`config.mk`:
```
export PLATFORM = sky130hd
export DESIGN_NAME = seq_muldiv_unit_flat
export DESIGN_NICKNAME = d
export VERILOG_FILES = /design/src/rtl/seq_muldiv_unit_if.sv /design/src/rtl/seq_muldiv_unit.sv /design/src/flat_wrapper.sv
export SDC_FILE = /design/constraint.sdc
export NUM_CORES = 1
export LEC_CHECK = 0
export BUFFER_PORTS_ARGS = -buffer_cell sky130_fd_sc_hd__clkbuf_2
export CELL_PAD_IN_SITES_DETAIL_PLACEMENT = 1
export CELL_PAD_IN_SITES_GLOBAL_PLACEMENT = 1
export CORE_ASPECT_RATIO = 0.6
export CORE_MARGIN = 3
export CORE_UTILIZATION = 46
export CTS_CLUSTER_SIZE = 20
export DETAILED_ROUTE_END_ITERATION = 6
export PLACE_DENSITY_LB_ADDON = 0.1
export SYNTH_ARGS = -nofsm -noshare
export SYNTH_HDL_FRONTEND = slang
export SYNTH_SLANG_ARGS = --single-unit
```
`constraint.sdc`:
```
create_clock -name Clock -period 4.5 [get_ports Clock]
set_input_delay 0.45 -clock Clock [delete_from_list [all_inputs] [get_ports Clock]]
set_output_delay 0.45 -clock Clock [all_outputs]
set_load 0.01 [all_outputs]
```
`src/rtl/seq_muldiv_unit_if.sv`:
```
// Start/Busy/Done handshake and operand/result bus of the sequential multiply/divide unit.
interface seq_muldiv_unit_if;
  logic        Start;
  logic [1:0]  Op;
  logic [31:0] A;
  logic [31:0] B;
  logic        Busy;
  logic        Done;
  logic [31:0] Result;
  logic        DivZero;

  modport master (
    output Start, Op, A, B,
    input  Busy, Done, Result, DivZero
  );

  modport slave (
    input  Start, Op, A, B,
    output Busy, Done, Result, DivZero
  );
endinterface

```
`src/rtl/seq_muldiv_unit.sv`:
```
// Iterative 32-bit unsigned shift-add multiplier / restoring divider, one bit per clock.
// Optional feature macro: MULDIV_EARLY_OUT_EN (multiply finishes once the multiplier is exhausted).
module seq_muldiv_unit (
  input  logic            Clock,
  input  logic            rst,
  seq_muldiv_unit_if.slave mdu_io
);
  localparam int DATA_W = 32;

  typedef enum logic [1:0] {
    IDLE = 2'd0,
    RUN  = 2'd1,
    DONE = 2'd2
  } state_t;

  localparam logic [1:0] OP_MUL  = 2'b00;
  localparam logic [1:0] OP_MULH = 2'b01;
  localparam logic [1:0] OP_DIVU = 2'b10;

  state_t                  state_q;
  logic [1:0]              op_q;
  logic [4:0]              cnt_q;
  logic [2*DATA_W-1:0]     m_q, p_q;
  logic [DATA_W-1:0]       q_q, qd_q, b_q, result_q;
  logic [DATA_W:0]         r_q;
  logic                    busy_q, done_q, divzero_q;

  logic [2*DATA_W-1:0]     m_d, p_d;
  logic [DATA_W-1:0]       q_d, qd_d, result_d;
  logic [DATA_W:0]         r_d, r_shift, r_trial;
  logic                    last_d;
  logic                    op_div0;

  // One iteration of both datapaths; op_q selects which one is meaningful.
  always_comb begin
    p_d     = q_q[0] ? (p_q + m_q) : p_q;
    m_d     = m_q << 1;
    q_d     = q_q >> 1;
    r_shift = {r_q[DATA_W-1:0], qd_q[DATA_W-1]};
    r_trial = r_shift - {1'b0, b_q};
    if (!r_trial[DATA_W]) begin
      r_d  = r_trial;
      qd_d = {qd_q[DATA_W-2:0], 1'b1};
    end else begin
      r_d  = r_shift;
      qd_d = {qd_q[DATA_W-2:0], 1'b0};
    end
    last_d = (cnt_q == 5'd31);
`ifdef MULDIV_EARLY_OUT_EN
    if (!op_q[1] && (q_d == '0)) last_d = 1'b1;
`endif
    case (op_q)
      OP_MUL:  result_d = p_d[DATA_W-1:0];
      OP_MULH: result_d = p_d[2*DATA_W-1:DATA_W];
      OP_DIVU: result_d = qd_d;
      default: result_d = r_d[DATA_W-1:0];
    endcase
  end

  assign op_div0 = mdu_io.Op[1] && (mdu_io.B == '0);

  always_ff @(posedge Clock) begin
    if (rst) begin
      state_q   <= IDLE;
      op_q      <= '0;
      cnt_q     <= '0;
      m_q       <= '0;
      p_q       <= '0;
      q_q       <= '0;
      qd_q      <= '0;
      b_q       <= '0;
      r_q       <= '0;
      result_q  <= '0;
      busy_q    <= 1'b0;
      done_q    <= 1'b0;
      divzero_q <= 1'b0;
    end else begin
      case (state_q)
        IDLE, DONE: begin
          state_q <= IDLE;
          done_q  <= 1'b0;
          busy_q  <= 1'b0;
          if (mdu_io.Start) begin
            op_q      <= mdu_io.Op;
            cnt_q     <= '0;
            m_q       <= {{DATA_W{1'b0}}, mdu_io.A};
            q_q       <= mdu_io.B;
            p_q       <= '0;
            r_q       <= '0;
            qd_q      <= mdu_io.A;
            b_q       <= mdu_io.B;
            divzero_q <= 1'b0;
            if (op_div0) begin
              // Division by zero resolves without iterating.
              state_q   <= DONE;
              done_q    <= 1'b1;
              divzero_q <= 1'b1;
              result_q  <= mdu_io.Op[0] ? mdu_io.A : '1;
`ifdef MULDIV_EARLY_OUT_EN
            end else if (!mdu_io.Op[1] && (mdu_io.B == '0)) begin
              state_q  <= DONE;
              done_q   <= 1'b1;
              result_q <= '0;
`endif
            end else begin
              state_q <= RUN;
              busy_q  <= 1'b1;
            end
          end
        end
        RUN: begin
          m_q   <= m_d;
          p_q   <= p_d;
          q_q   <= q_d;
          r_q   <= r_d;
          qd_q  <= qd_d;
          cnt_q <= cnt_q + 5'd1;
          if (last_d) begin
            state_q  <= DONE;
            busy_q   <= 1'b0;
            done_q   <= 1'b1;
            result_q <= result_d;
          end
        end
        default: begin
          state_q <= IDLE;
          busy_q  <= 1'b0;
          done_q  <= 1'b0;
        end
      endcase
    end
  end

  assign mdu_io.Busy    = busy_q;
  assign mdu_io.Done    = done_q;
  assign mdu_io.Result  = result_q;
  assign mdu_io.DivZero = divzero_q;
endmodule

```
`src/flat_wrapper.sv`:
```
// flat-port wrapper written by rule: the top's interface ports become plain ports
module seq_muldiv_unit_flat 
  (Clock, rst, mdu_io_Start, mdu_io_Op, mdu_io_A, mdu_io_B, mdu_io_Busy, mdu_io_Done, mdu_io_Result, mdu_io_DivZero);
  seq_muldiv_unit_if mdu_io_i ();
  input  logic Clock;
  input  logic rst;
  input wire logic [$bits(mdu_io_i.Start)-1:0] mdu_io_Start;
  input wire logic [$bits(mdu_io_i.Op)-1:0] mdu_io_Op;
  input wire logic [$bits(mdu_io_i.A)-1:0] mdu_io_A;
  input wire logic [$bits(mdu_io_i.B)-1:0] mdu_io_B;
  output wire logic [$bits(mdu_io_i.Busy)-1:0] mdu_io_Busy;
  output wire logic [$bits(mdu_io_i.Done)-1:0] mdu_io_Done;
  output wire logic [$bits(mdu_io_i.Result)-1:0] mdu_io_Result;
  output wire logic [$bits(mdu_io_i.DivZero)-1:0] mdu_io_DivZero;
  assign mdu_io_i.Start = mdu_io_Start;
  assign mdu_io_i.Op = mdu_io_Op;
  assign mdu_io_i.A = mdu_io_A;
  assign mdu_io_i.B = mdu_io_B;
  assign mdu_io_Busy = mdu_io_i.Busy;
  assign mdu_io_Done = mdu_io_i.Done;
  assign mdu_io_Result = mdu_io_i.Result;
  assign mdu_io_DivZero = mdu_io_i.DivZero;
  seq_muldiv_unit u_core (.Clock(Clock), .rst(rst), .mdu_io(mdu_io_i));
endmodule
```
==> key figures, run 1 <==
Outcome
  • Status: complete, no violations

Min path
  • Hold/Removal Path Class: in2reg

Worst setup path
  • CP arrival: 4830 ps
  • Worst Setup Start Kind: flip-flop
  • CP Class: reg2reg
  • Worst EP required: 4950 ps
  • Worst-path maximum fanout: 9
  • Crit end category: flip-flop

Synth
  • Synth cell types: 80
  • Leading area contributor after synthesis: dfxtp_1
  • Synth warn: 0
  • Synth Area per Inst: roughly 7.5 um^2
  • Share of the synthesized area in the top cell type: 31.83%
  • Area contributors post-synth: dfxtp_1, nand2_1, ha_1, a21oi_1, nor2_1
  • Synthesized netlist net count: ~2,700
  • Synthesized cell area: 18,740 um^2
  • Syn Inst Count: 2,508
  • Synthesized flop and latch total: 298
  • Register area share after synthesis: 31.83%
  • Top_reg_cell synth: dfxtp_1
  • Asr flop ratio synth: 0%
  • EDFF count, synth: 0

Timing
  • Final Hold Fails: 0
  • Crit path time final: 4386 ps
  • Hold slack: 102.4 ps
  • Sum Neg Setup Slack: 0 ps
  • Unrepaired setup endpoints after global routing: false
  • Pins Over Slew Limit: 0
  • Worst Tran Pin Value: 1138 ps
  • Skew final: about 16 ps
  • Slew headroom: 23.98%
  • Fin crit share: between 90% and 100%
  • # setup viols final: 0
  • Fmax: 228.0 MHz

Clocking
  • TritonCTS clock tree: built
  • CTS Root Cell: clkbuf_16
  • # Post-CTS Setup Buffers: 0
  • Later-pin clock latency in the skew report: ~600 ps
  • CTS clock-pin slew for the worst setup and hold paths: 70 ps
  • Cts bufs inserted: 30
  • Clk buf depth: 3
  • CTS Sinks: 298
  • PostCTS Resize Cnt: 0
  • H-tree depth: 1
  • Hold buffer count at CTS: 0

Flow run
  • Max-cap check violation count: 0

Drt
  • Residual DRC: 0
  • Drt wl/cell: 28.91 um
  • TritonRoute pass-1 iters: 6
  • Drt first-iter violations: 2,664
  • DR vias/cell: 6.730
  • Final ANT Viol Nets: 0
  • Vias: 20,600
  • Routed WL: between 80,000 and 90,000 um

Floorplan
  • Die Y: 162.4 um
  • Boundary pin count: 104
  • CORE AREA: 39,660 um^2
  • Die area: 43,280 um^2
  • Initial core utilization: roughly 47%
  • Std-Cell Rows: 56
  • Die W: 266.6 um

Finish
  • Nets: 2,681
  • Layout cells sized above 1: 10.13%
  • Sequential cell area: 5968 um^2
  • Area of the multi-input gates: approximately 12,000 um^2
  • Area Growth Syn to Fin: 10.88%
  • Filler cells: 4,977

GRT
  • Vias in the first global route: 19,820
  • Initial antenna violation count: 2
  • Largest net degree at the start of global routing: 84
  • Total gr overflow: 0
  • Total track usage: 39.95%
  • First-pass GRT wire length: 130,900 um

Pwr
  • Pwr dens: 396.5 nW/um^2
  • VDD IR max: a little under 0.3 mV
  • Leak Pwr: 8.215 nW

Placed design
  • Gpl congestion: approximately 1.1
  • PortBufs: 103
  • Dpl hpwl: 67,240 um
power breakdown:
| group | switching (W) | leakage, nW | internal, W |
|---|---|---|---|
| clock | 0.00122 | 0.540 | 0.00173 |
| combinational | 0.00154 | 5.25 | 0.000847 |
| sequential | 0.000139 | 2.43 | 0.00277 |
flip-flops by register name, indices dropped and copies added, names as in the netlist:
signal and cells:
u_core.m_q 64, u_core.p_q 64, u_core.b_q 32, u_core.mdu_io.Result 32, u_core.q_q 32, u_core.qd_q 32
u_core.r_q 32, u_core.cnt_q 5, u_core.op_q 2, u_core.state_q 2, u_core.mdu_io.DivZero 1
cells in the mapped netlist (7+ instances only):
| library cell | n |
|---|---|
| nor3_1 | 33 |
| a211o_1 | 7 |
| o221ai_1 | 14 |
| nand2_1 | 430 |
| clkbuf_1 | 143 |
| nor2b_1 | 23 |
| nand2b_1 | 14 |
| o22ai_1 | 20 |
| xor2_1 | 27 |
| a211oi_1 | 21 |
| mux2i_1 | 29 |
| buf_1 | 22 |
| o31ai_1 | 8 |
| dfxtp_1 | 298 |
| or3_1 | 11 |
| buf_2 | 9 |
| o2bb2a_1 | 9 |
| a31oi_1 | 126 |
| a2bb2oi_1 | 11 |
| nor4_1 | 10 |
| nand3_1 | 67 |
| a21o_1 | 58 |
| o21ai_0 | 116 |
| and2_1 | 20 |
| nor2_1 | 222 |
| ha_1 | 97 |
| a22oi_1 | 55 |
| inv_1 | 71 |
| a21boi_0 | 9 |
| o211ai_1 | 26 |
| nand4_1 | 21 |
| o21a_1 | 19 |
| xnor2_1 | 52 |
| a21oi_1 | 230 |
| o21bai_1 | 16 |
| mux2_2 | 24 |
| and3_1 | 30 |
path summary, 6_finish.rpt:
kind | from | to | slack (ps) | cells past startpoint
min reg2reg | u_core.b_q[27]$_SDFFE_PP0P_ | u_core.b_q[27]$_SDFFE_PP0P_ | 460 | 2
max reg2reg | u_core.p_q[22]$_SDFFE_PP0P_ | u_core.mdu_io.Result[21]$_SDFFE_PP0P_ | 110 | 12
min | mdu_io_Op[1] | u_core.op_q[1]$_SDFFE_PP0P_ | 100 | 3
max | u_core.p_q[22]$_SDFFE_PP0P_ | u_core.mdu_io.Result[21]$_SDFFE_PP0P_ | 110 | 12
area by class of cell:
cell class	count	share of cell area, %
multi-input cells	1963	57.15
flip-flops and latches	298	28.72
repair buffers	148	4.275
clock buffers	40	4.088
well taps	522	3.143
clock inverters	16	1.300
inverters	72	1.300
diodes	2	0.02408
per-stage QoR:
stage / worst slack (ps) / cells / area (um^2) / total power, W / util, %
after floorplan: 1009 / 2508 / 18740 / 0.004503 / -
after global placement: 414.5 / 3003 / 19660 / 0.005182 / 49.57
after detailed placement: 369.6 / 3003 / 19660 / 0.005254 / 49.57
after CTS: 300.9 / 3059 / 20780 / 0.008166 / 52.39
after global routing: 28.86 / 3059 / 20780 / 0.008532 / 52.39
final: 114.1 / 3061 / 20780 / 0.008241 / 52.40
worst max-delay path, stage by stage, from the launching register on:
cell and delay [ps]:
dfxtp_1 330, ha_1 420, a21o_1 280, a21boi_0 710
and3_1 340, o211ai_1 270, nand4_1 170, a21boi_0 140
buf_4 210, a21oi_1 360, o21bai_1 190, o311ai_0 630
o22ai_1 170
metal layers:
metal,up-vias,part of all wire (%),GRT usage (%)
li1,9072,-,-
met1,10280,46,60.65
met2,1099,39,54.36
met3,149,13,12.11
met4,2,2.6,9.333
met5,-,0.018,0
cells in the final DEF (no fill, tap or decap), types with 24 or more instances in the layout:
cell / instances
o21ai_0: 116
a22oi_1: 55
a21oi_1: 229
nor3_1: 33
a21o_1: 58
clkbuf_16: 31
and3_1: 30
ha_1: 97
xor2_1: 27
o211ai_1: 26
xnor2_1: 52
clkbuf_2: 102
nor2_1: 220
dfxtp_1: 296
nand2_1: 430
mux2i_1: 29
nand3_1: 67
inv_1: 71
mux2_2: 24
buf_4: 43
a31oi_1: 126
logic make-up after synthesis:
family	Yosys count	synth area share, %
flip-flops	298	31.83
AO/OA/AOI/OAI	825	28.54
AND/OR/NAND/NOR	906	21.09
adder cells (fa/ha/maj)	99	6.689
XOR/XNOR	79	3.692
multiplexers	54	3.111
buffers and inverters	247	5.047
Power figures use the tool's default switching activity.
==> inputs of run 2 (changes only) <==
--- a/config.mk
+++ b/config.mk
@@ -10,7 +10,7 @@
 export CELL_PAD_IN_SITES_GLOBAL_PLACEMENT = 1
 export CORE_ASPECT_RATIO = 0.6
 export CORE_MARGIN = 3
-export CORE_UTILIZATION = 46
+export CORE_UTILIZATION = 25
 export CTS_CLUSTER_SIZE = 20
 export DETAILED_ROUTE_END_ITERATION = 6
 export PLACE_DENSITY_LB_ADDON = 0.1
==> key figures, run 2 (synthesis gave the netlist of run 1 again) <==
Timing
  • Slew headroom: 28.80% (+4.8 points)
  • Final Hold Fails: 0 (unchanged)
  • # setup viols final: 0 (unchanged)
  • Crit path time final: 4324 ps (-61.62 ps)
  • Unrepaired setup endpoints after global routing: false
  • Final WS setup: 175.7 ps (+61.62 ps)
  • Worst Tran Pin Value: 1068 ps (-69.57 ps)
  • Skew final: 19.61 ps (+3.548 ps)
  • Fin crit share: 96.10% (-1.4 points)
  • Pins Over Slew Limit: 0 (unchanged)
  • Fmax: 231.3 MHz (+1.4%)

Worst setup path
  • Flop-to-flop setup slack: 180 ps (+60 ps)
  • FF-to-FF path depth: 14 (+2)
  • Worst EP required: 4970 ps (+20 ps)
  • CP arrival: 4790 ps (-40 ps)
  • Worst-path maximum fanout: 3 (-6)
  • Crit end category: flip-flop
  • CP Class: reg2reg
  • Worst Setup Start Kind: flip-flop

Clocking
  • Later-pin clock latency in the skew report: 580 ps (-20 ps)
  • Clk buf depth: 3 (unchanged)
  • TritonCTS clock tree: built
  • CTS clock-pin slew for the worst setup and hold paths: 60 ps (about the same)
  • CTS Root Cell: clkbuf_16
  • Cts bufs inserted: 36 (+20%)
  • H-tree depth: 2 (+1)
  • CTS Sinks: 298 (unchanged)

Pwr
  • Overall power: 0.008483 W (+2.9%)
  • VDD IR max: 0.2078 mV (-29%)
  • Pwr dens: 390.1 nW/um^2 (-1.6%)
  • Leak Pwr: 8.460 nW (+3.0%)

GRT
  • Total gr overflow: 0 (unchanged)
  • Largest net degree at the start of global routing: 134 (+60%)
  • Initial antenna violation count: 6 (+4)
  • Vias in the first global route: 19,630 (-0.96%)
  • Total track usage: 23.62% (-16 points)
  • First-pass GRT wire length: 138,300 um (+5.6%)

Drt
  • Drt wl/cell: 26.57 um (-8.1%)
  • Routed length on met2: 36,190 um (+5.9%)
  • Vias: 19,580 (-5.0%)
  • Residual DRC: 0 (unchanged)
  • Drt first-iter violations: 1,707 (-36%)
  • DR vias/cell: 5.491 (-18%)
  • TritonRoute pass-1 iters: 6 (unchanged)
  • Met3 Wirelength: 7342 um (-34%)
  • Final ANT Viol Nets: 0 (unchanged)
  • DR top layer: met5
  • M1 WL: 49,280 um (+21%)
  • Routed WL: 94,710 um (+7.0%)

Floorplan
  • Die W: 359.5 um (+35%)
  • CORE AREA: 73,890 um^2 (+86%)
  • Initial core utilization: 25.36% (-22 points)
  • Boundary pin count: 104 (unchanged)
  • Die Y: 218.1 um (+34%)
  • Std-Cell Rows: 77 (+38%)
  • Die area: 78,400 um^2 (+81%)

Placed design
  • Pre-CTS setup slack: -218.7 ps (-588.3 ps)
  • Dpl hpwl: 72,260 um (+7.5%)
  • Gpl congestion: 0.9325 (-13%)
  • PortBufs: 103 (unchanged)

Min path
  • Hold/Removal Path Class: in2reg
  • WHS Path Cells: 3 (unchanged)

Finish
  • Filler cells: 8,867 (+78%)
  • Layout cells sized above 1: 11.53% (+1.4 points)
  • Nets: 2,719 (+1.4%)
  • Area Growth Syn to Fin: 16.03%
  • Commonest non-fill, non-tap cell in the layout: nand2_1
  • Commonest cells after routing, fill and taps aside: nand2_1, dfxtp_1, a21oi_1, nor2_1, a31oi_1
  • Top flop regs: u_core.m_q: 64 flops, u_core.p_q: 64 flops

Flow run
  • Max-cap check violation count: 0 (unchanged)

Outcome
  • Status: complete, no violations
==> run 2: cell count changes in the layout (fill, tap and decap cells not counted), sizes merged <==
cell	delta
buf	+32
clkbuf	+14
bufinv	-4
clkinvlp	-3
==> run 2: repair_timing <==
action                                  CTS  global route
endpoints found under the setup margin    1             1
resized for setup                         0             2
hold buffers                              0             0
pin swaps                                 1             0
buffers inserted                          1             0
==> run 2: final timing paths <==
path | startpoint | end
worst max-delay path | u_core.m_q[0]$_SDFFE_PP0P_ | u_core.mdu_io.Result[22]$_SDFFE_PP0P_
worst min-delay path | mdu_io_B[2] | u_core.b_q[2]$_SDFFE_PP0P_
worst max register to register | u_core.m_q[0]$_SDFFE_PP0P_ | u_core.mdu_io.Result[22]$_SDFFE_PP0P_
worst min register to register | u_core.b_q[3]$_SDFFE_PP0P_ | u_core.b_q[3]$_SDFFE_PP0P_
==> run 2: cell type report <==
class / count / area (um^2) / area share, %
antenna: 2 / 5.005 / 0.02301
clock buffer: 54 / 1091 / 5.017
clock inverter: 9 / 131.4 / 0.6041
sequential: 298 / 5968 / 27.44
timing repair buffer: 180 / 1154 / 5.305
multi-input combinational: 1963 / 11890 / 54.69
tap: 987 / 1235 / 5.679
inverter: 72 / 270.3 / 1.243
==> run 2: power breakdown <==
group          switching, W  internal (W)  leakage [nW]
combinational       0.00156      0.000872          5.43
sequential         0.000133       0.00277          2.43
clock               0.00131       0.00185         0.604
==> run 2: worst max-delay path, stage by stage, from the launching register on <==
cell and delay [ps]:
dfxtp_1 360, ha_1 220, inv_1 70, fa_1 390, nand2b_1 180, a21oi_1 260
o211ai_1 280, o211ai_1 250, buf_4 210, nand4_1 260, nor3b_1 280, xnor2_2 360
mux2i_1 230, mux4_2 520, a2111oi_2 350
==> run 2: through the flow <==
step                      TNS, ps  hold slack [ps]  utilization, %  instance area, um^2  cells
after floorplan                 0            436.3               -                18740   2508
after global placement     -179.2            448.5           27.75                20500   3499
after detailed placement   -218.7            448.9           27.75                20500   3499
after CTS                       0            110.3           29.41                21730   3563
after global routing            0            141.4           29.42                21740   3563
final                           0            152.9           29.43                21750   3565
==> run 2: routing by layer <==
| metal | up-vias | global-route usage (%) |
|---|---|---|
| met4 | 4 | 5.232 |
| met3 | 97 | 6.013 |
| li1 | 9142 | - |
| met1 | 9814 | 36.33 |
| met5 | - | 0 |
| met2 | 519 | 32.24 |
